--- src/rtl/cadena_stream.sv ---
// cadena_stream: streams a stored ASCII message one character per valid/ready transfer.
//   clk, reset             rising-edge clock, synchronous active-high reset
//   start, loop, stop      begin a pass (IDLE only), wrap mode captured at start, abort
//   ready                  downstream accepts dato this cycle
//   valid, dato, idx       current character {zeros, ASCII} and its index
//   busy, done             high while sending; one-cycle pulse after a one-shot pass
module cadena_stream #(
    parameter int MSG_LEN = 32,
    parameter int DATA_W  = 32,
    parameter int IDX_W   = 6
) (
    input  logic              clk,
    input  logic              reset,
    input  logic              start,
    input  logic              loop,
    input  logic              stop,
    input  logic              ready,
    output logic              valid,
    output logic [DATA_W-1:0] dato,
    output logic [IDX_W-1:0]  idx,
    output logic              busy,
    output logic              done
);
    typedef enum logic [1:0] {IDLE, SEND, DONE} state_t;
    localparam logic [255:0] MSG = "Hola!...PROYECTO..MICROS........";
    localparam logic [IDX_W-1:0] LAST = IDX_W'(MSG_LEN - 1);
    state_t state_q, state_d;
    logic [IDX_W-1:0] idx_q, idx_d, idx_nxt;
    logic [7:0] chr_q, chr_d;
    logic loop_q, loop_d, last, adv;
    // The string literal packs character 0 at the MSB, so index i lives at byte 31-i.
    function automatic logic [7:0] tbl(input logic [IDX_W-1:0] i);
        logic [31:0] w;
        w = 32'(i);
        return (w >= 32) ? 8'h2E : MSG[{~w[4:0], 3'b000} +: 8];
    endfunction
    always_comb begin
        last    = (idx_q == LAST);
        idx_nxt = last ? '0 : idx_q + IDX_W'(1);
        // The final transfer of a one-shot pass keeps idx on the last character.
        adv     = ready && !(last && !loop_q);
        state_d = state_q;
        idx_d   = idx_q;
        chr_d   = chr_q;
        loop_d  = loop_q;
        if (state_q == IDLE) begin
            if (start && !stop) begin
                state_d = SEND;
                idx_d   = '0;
                chr_d   = tbl('0);
                loop_d  = loop;
            end
        end else if (state_q == SEND) begin
            if (adv) begin
                idx_d = idx_nxt;
                chr_d = tbl(idx_nxt);
            end
            if (stop)
                state_d = IDLE;
            else if (ready && last && !loop_q)
                state_d = DONE;
        end else begin
            state_d = IDLE;
        end
    end
    always_ff @(posedge clk) begin
        if (reset) begin
            state_q <= IDLE;
            idx_q   <= '0;
            chr_q   <= '0;
            loop_q  <= 1'b0;
        end else begin
            state_q <= state_d;
            idx_q   <= idx_d;
            chr_q   <= chr_d;
            loop_q  <= loop_d;
        end
    end
    assign valid = (state_q == SEND);
    assign busy  = (state_q == SEND);
    assign done  = (state_q == DONE);
    assign dato  = DATA_W'(chr_q);
    assign idx   = idx_q;
endmodule

--- config.mk ---
export PLATFORM = sky130hd
export DESIGN_NAME = cadena_stream
export DESIGN_NICKNAME = d
export VERILOG_FILES = /design/src/rtl/cadena_stream.sv
export SDC_FILE = /design/constraint.sdc
export NUM_CORES = 1
export LEC_CHECK = 0
export BUFFER_PORTS_ARGS = -buffer_cell sky130_fd_sc_hd__buf_2
export CAP_MARGIN = 20
export CORE_UTILIZATION = 55
export CTS_CLUSTER_SIZE = 28
export DETAILED_ROUTE_END_ITERATION = 16
export HOLD_SLACK_MARGIN = 0.06
export PLACE_DENSITY_LB_ADDON = 0.08
export SETUP_SLACK_MARGIN = 0.15
export SYNTH_ARGS = -nofsm -noshare
export SYNTH_HDL_FRONTEND = slang
export SYNTH_SLANG_ARGS = --single-unit
export TNS_END_PERCENT = 5
--- constraint.sdc ---
create_clock -name clk -period 5.2 [get_ports clk]
set_input_delay 0.52 -clock clk [delete_from_list [all_inputs] [get_ports clk]]
set_output_delay 0.52 -clock clk [all_outputs]
set_load 0.03 [all_outputs]
Word-level counts from Yosys, hierarchy flattened:

Cells that the tools add are included.

* equality and inequality tests: 5
* add/sub/neg operators: 1
* mux-type cells: 15
* $lt $le $gt $ge: 1
* bitwise gates (word level): 1
* reduce and logical (&&, ||, !) cells: 14
* shift operators: 1

Operator list (number)
* indexed part select 256 x 9 -> 8 bit (first input constant): 1
* 2-to-1 mux 8 bit: 5
* 2-to-1 mux 6 bit: 5
* 2-to-1 mux 2 bit: 5
* adder 6 x 1 -> 6 bit (second input constant): 1
* equality test 6 x 5 -> 1 bit (second input constant): 1
* >= comparator 6 bit (second input constant): 1
* logical AND 1 bit: 5
* inverter 5 bit: 1
* != test 4 x 2 -> 1 bit (second input constant): 1
* AND reduction 2 bit: 2
* nonzero test 2 bit: 2
* zero test 1 bit: 3
* AND reduction 3 bit: 1
* equality test 2 x 1 -> 1 bit (second input constant): 1
* equality test 2 bit (second input constant): 1
* zero test 2 bit: 1
* != test 2 x 1 -> 1 bit (second input constant): 1

* input port bits: 6
* output and inout bits: 41
* bits in registers: 17
* logic and storage cells: 42

Longest topological paths before layout:

* word-level depth: 8
* mapped depth: 9
* mapped depth without buffers: 7

Worst setup path after synthesis:

No wires, ideal clock.

* kind: register to register
* start point: register idx_q[0], in the netlist idx[0]
* end point: register chr_q[2]
* path buffers: 2
* clock period less this slack: 2.513 ns
* arrival time: 2.371 ns
* cell stages (with the launch flop): 10
* required time: 5.059 ns
* library setup time: 0.141 ns
* path slack: 2.687 ns
* path through: dfxtp_1 > clkbuf_1 > inv_1 > ha_1 > clkbuf_1 > inv_1 > a211oi_1 > a2111oi_4 > o221ai_2 > a311oi_2

* cells in the longest elaborated chain, start to end: 8
* elaborated cells on any way between the ends: 15
* classes of those cells: add/sub (1); order compare (1); eq/ne (1); shift (1); mux (5); bitwise (1); reduce/logical (5)

RTL lines
* from (decl): line 28 `logic [IDX_W-1:0] idx_q, idx_d, idx_nxt;`
* from (signal assigned): line 74 `idx_q <= idx_d;`
* adder 6 x 1 -> 6 bit or equality test 6 x 5 -> 1 bit (tied branches): line 39, 38
* 2-to-1 mux 6 bit: line 39 `idx_nxt = last ? '0 : idx_q + IDX_W'(1);`
* inverter 5 bit: line 35 `return (w >= 32) ? 8'h2E : MSG[{~w[4:0], 3'b000} +: 8];`
* indexed part select 256 x 9 -> 8 bit: line 35
* 2-to-1 mux 8 bit: line 35
* 2-to-1 mux 8 bit: line 54 `if (adv) begin`
* 2-to-1 mux 8 bit: line 53 `end else if (state_q == SEND) begin`
* 2-to-1 mux 8 bit: line 46 `if (state_q == IDLE) begin`
* to (signal assigned): line 75 `chr_q <= chr_d;`
* to (decl): line 29 `logic [7:0] chr_q, chr_d;`

Several ways; a longest one is shown, not always the timed one. The select of a mux whose other input is x is not followed.
A chain may end at the register's enable or synchronous reset.

Final worst setup path:

* start point: register idx_q[0], in the netlist idx[0]
* end point: register chr_q[0]

Same word-level chain as after synthesis.

==> out/qor.yml <==
status: "finished clean"
antenna_found_initial: 0
drt_iter0_drc: 72
synth_ff_type: "dfxtp_1"
crit_buf_inv: 0
port_buffers: 21
post_cts_resized: 0
reg2reg_slack_ns: 2.36
pwr-share-seq_pct: 50.3
die_h_um: 54.36
finalSetupViolations: 0
report.final.slew_viol_count: 0
p_leak_uw: 0.0006412
vias_per_cell: 6.013
antenna_cells: 0
worstSetupStartpointType: "flop"
grt_pass1_wl_um: 5340
yosysWarnings: 0
rsz0062_at_grt: "false"
clk_path_buf_depth: 2
p_int_uw: 167.0
synthTopCellsByArea: "dfxtp_1 (21%), buf_4 (13%), ha_1 (4.1%), nor2_1 (3.5%), a21oi_1 (3.3%)"
async_reset_ff_share_pct: 0
routed_wirelength_um: 3344
grt.overflow.total: 0
seq_area_um2: 320.3
drive_gt1_share_pct: 16.26
rows: 18
preCtsSetupSlack_ns: 2.465
synth_area_leader_cell: "dfxtp_1"
setup_tns_ns: 0
final_common_cell: "conb_1"
die_w_um: 54.36
min-delay-path-class: "input port to flop"
switchingPower_uw: 90.67
ys_seq_area_share_pct: 21.24
syn_area_mm2: 0.001508
avgSynthCellArea_um2: 7.732
maxCapViolCount: 0
clock-root-buffer: "clkbuf_4"
postCtsSetupBuffers: 0
cts.sinks: 16
gp_congestion: 0.9617
ir_drop_mv: 0.1403
crit_type: "flop to flop"
dr_total_vias: 1401
yosysUniqueCellTypes: 51
cpMaxStageDelayCell: "xor2_1"
fin_crit_ns: 2.843
fmax_mhz: 351.8
cts_buffers: 3
worst_slew_pin_slew_ns: 1.050
fin_ws_ns: 2.358
worstSetupEndpointType: "flop"
synthCells: 195
drc: 0
wl_per_cell_um: 14.35
crit_chain: "ha_1 > xor2_1 > o21ai_1 > a211o_1 > a311oi_1"
finalClockSkew_ns: 0.003411
p_clk_share_pct: 24.8
fin_crit_sh_pct: 54.66
cp_slowest_stage_delay_ns: 0.86
areaGrowthSynthToFinish_pct: -0.9130
grt.total_usage_pct: 25.23
core_mm2: 0.002522
arrival_ns: 3.04
pwr-share-comb_pct: 24.8
drtPass1Iterations: 4
synth_top_area_share_pct: 21.24
crit_family: "XOR/XNOR gates"
power_density_mw_per_mm2: 172.5
grt_max_degree: 23
layout_common_cells: "conb_1 (25), buf_2 (21), dfxtp_1 (16), nor2_1 (14), nand2_1 (13)"
path_max_fanout: 17
fill_cells: 256
sw_frac_of_total_pct: 35.19
multi_input_area_um2: 978.4
hold_buffers: 0
worstPathRequired_ns: 5.40
tritoncts: "built"
synth-edff-count: 0
ys_ff_latch: 16
relSlewSlack_pct: 29.75
grt_pass1_vias: 1140
die-area_mm2: 0.002954
layout.nets: 216
io_pins: 47
initial_utilization_pct: 59.77
htree_num_levels: 1
clk_latency_ns: 0.28
path_clk_slew_ns: 0.09
finalCoreUtilization_pct: 59.23
report.final.hold_viol_count: 0
drtAntennaViolNets: 0
dp_hpwl_um: 2497
## final timing paths
kind / endpoint / from / cells past startpoint
min reg2reg: loop_q / loop_q / 2
max: chr_q[0] / idx[0] / 5
min: loop_q / loop / 3
max reg2reg: chr_q[0] / idx[0] / 5
## cells by family after synthesis
family / after synthesis / share of synthesized area [%]
mux: 3 / 2.822
xor+xnor: 6 / 3.486
simple gates: 64 / 21.83
fa+ha+maj: 5 / 4.149
buf+inv: 48 / 19.83
compound gates: 52 / 26.39
flops: 16 / 21.24
other cells: 1 / 0.2487
## worst reg2reg max path: stages (launching register included)
cell and delay [ns]:
dfxtp_1 0.67, ha_1 0.50, xor2_1 0.86, o21ai_1 0.18
a211o_1 0.30, a311oi_1 0.24
## metrics by stage
step,hold slack (ns),area (um^2),total power (uW),std cells
3_3_place_gp,0.4728,1471,196.1,230
4_1_cts,0.4623,1494,259.1,233
6_report,0.4665,1494,257.6,233
2_1_floorplan,0.4495,1598,200.8,219
3_5_place_dp,0.4824,1471,196.1,230
5_1_grt,0.4647,1494,272.4,233
## area by class of cell
class | instances | area share [%]
inverters | 8 | 2.010
multi-input cells | 155 | 65.49
well taps | 30 | 2.513
flip-flops and latches | 16 | 21.44
repair buffers | 21 | 7.035
clock buffers | 3 | 1.508
## layer usage
layer | global-route usage (%) | part of all wire (%)
met5 | 0 | 0
met3 | 3.611 | 7.9
met4 | 11.97 | 1.6
met1 | 34.22 | 45
met2 | 38.82 | 46
## power groups by stage
stage          clock network, uW  logic, uW  registers (uW)
2_1_floorplan                  0       63.7             137
3_3_place_gp                   0       63.6             133
3_5_place_dp                   0       63.5             133
4_1_cts                     65.7       63.6             130
5_1_grt                     72.4       69.4             131
6_report                    64.0       64.0             130
## flip-flops by register name, indices dropped and copies added, names as in the netlist
signal,count
loop_q,1
state_q,2
idx,6
chr_q,7
## cell usage after synthesis, drive strengths merged, types with 4 or more instances
cell type,number
clkbuf,7
dfxtp,16
a31oi,4
nor2b,4
o21ai,13
nand3,5
a311oi,4
inv,8
nor2,14
nor3,9
buf,33
nand2,13
ha,5
a211oi,5
a21oi,10
(Power assumes the default switching activity.)
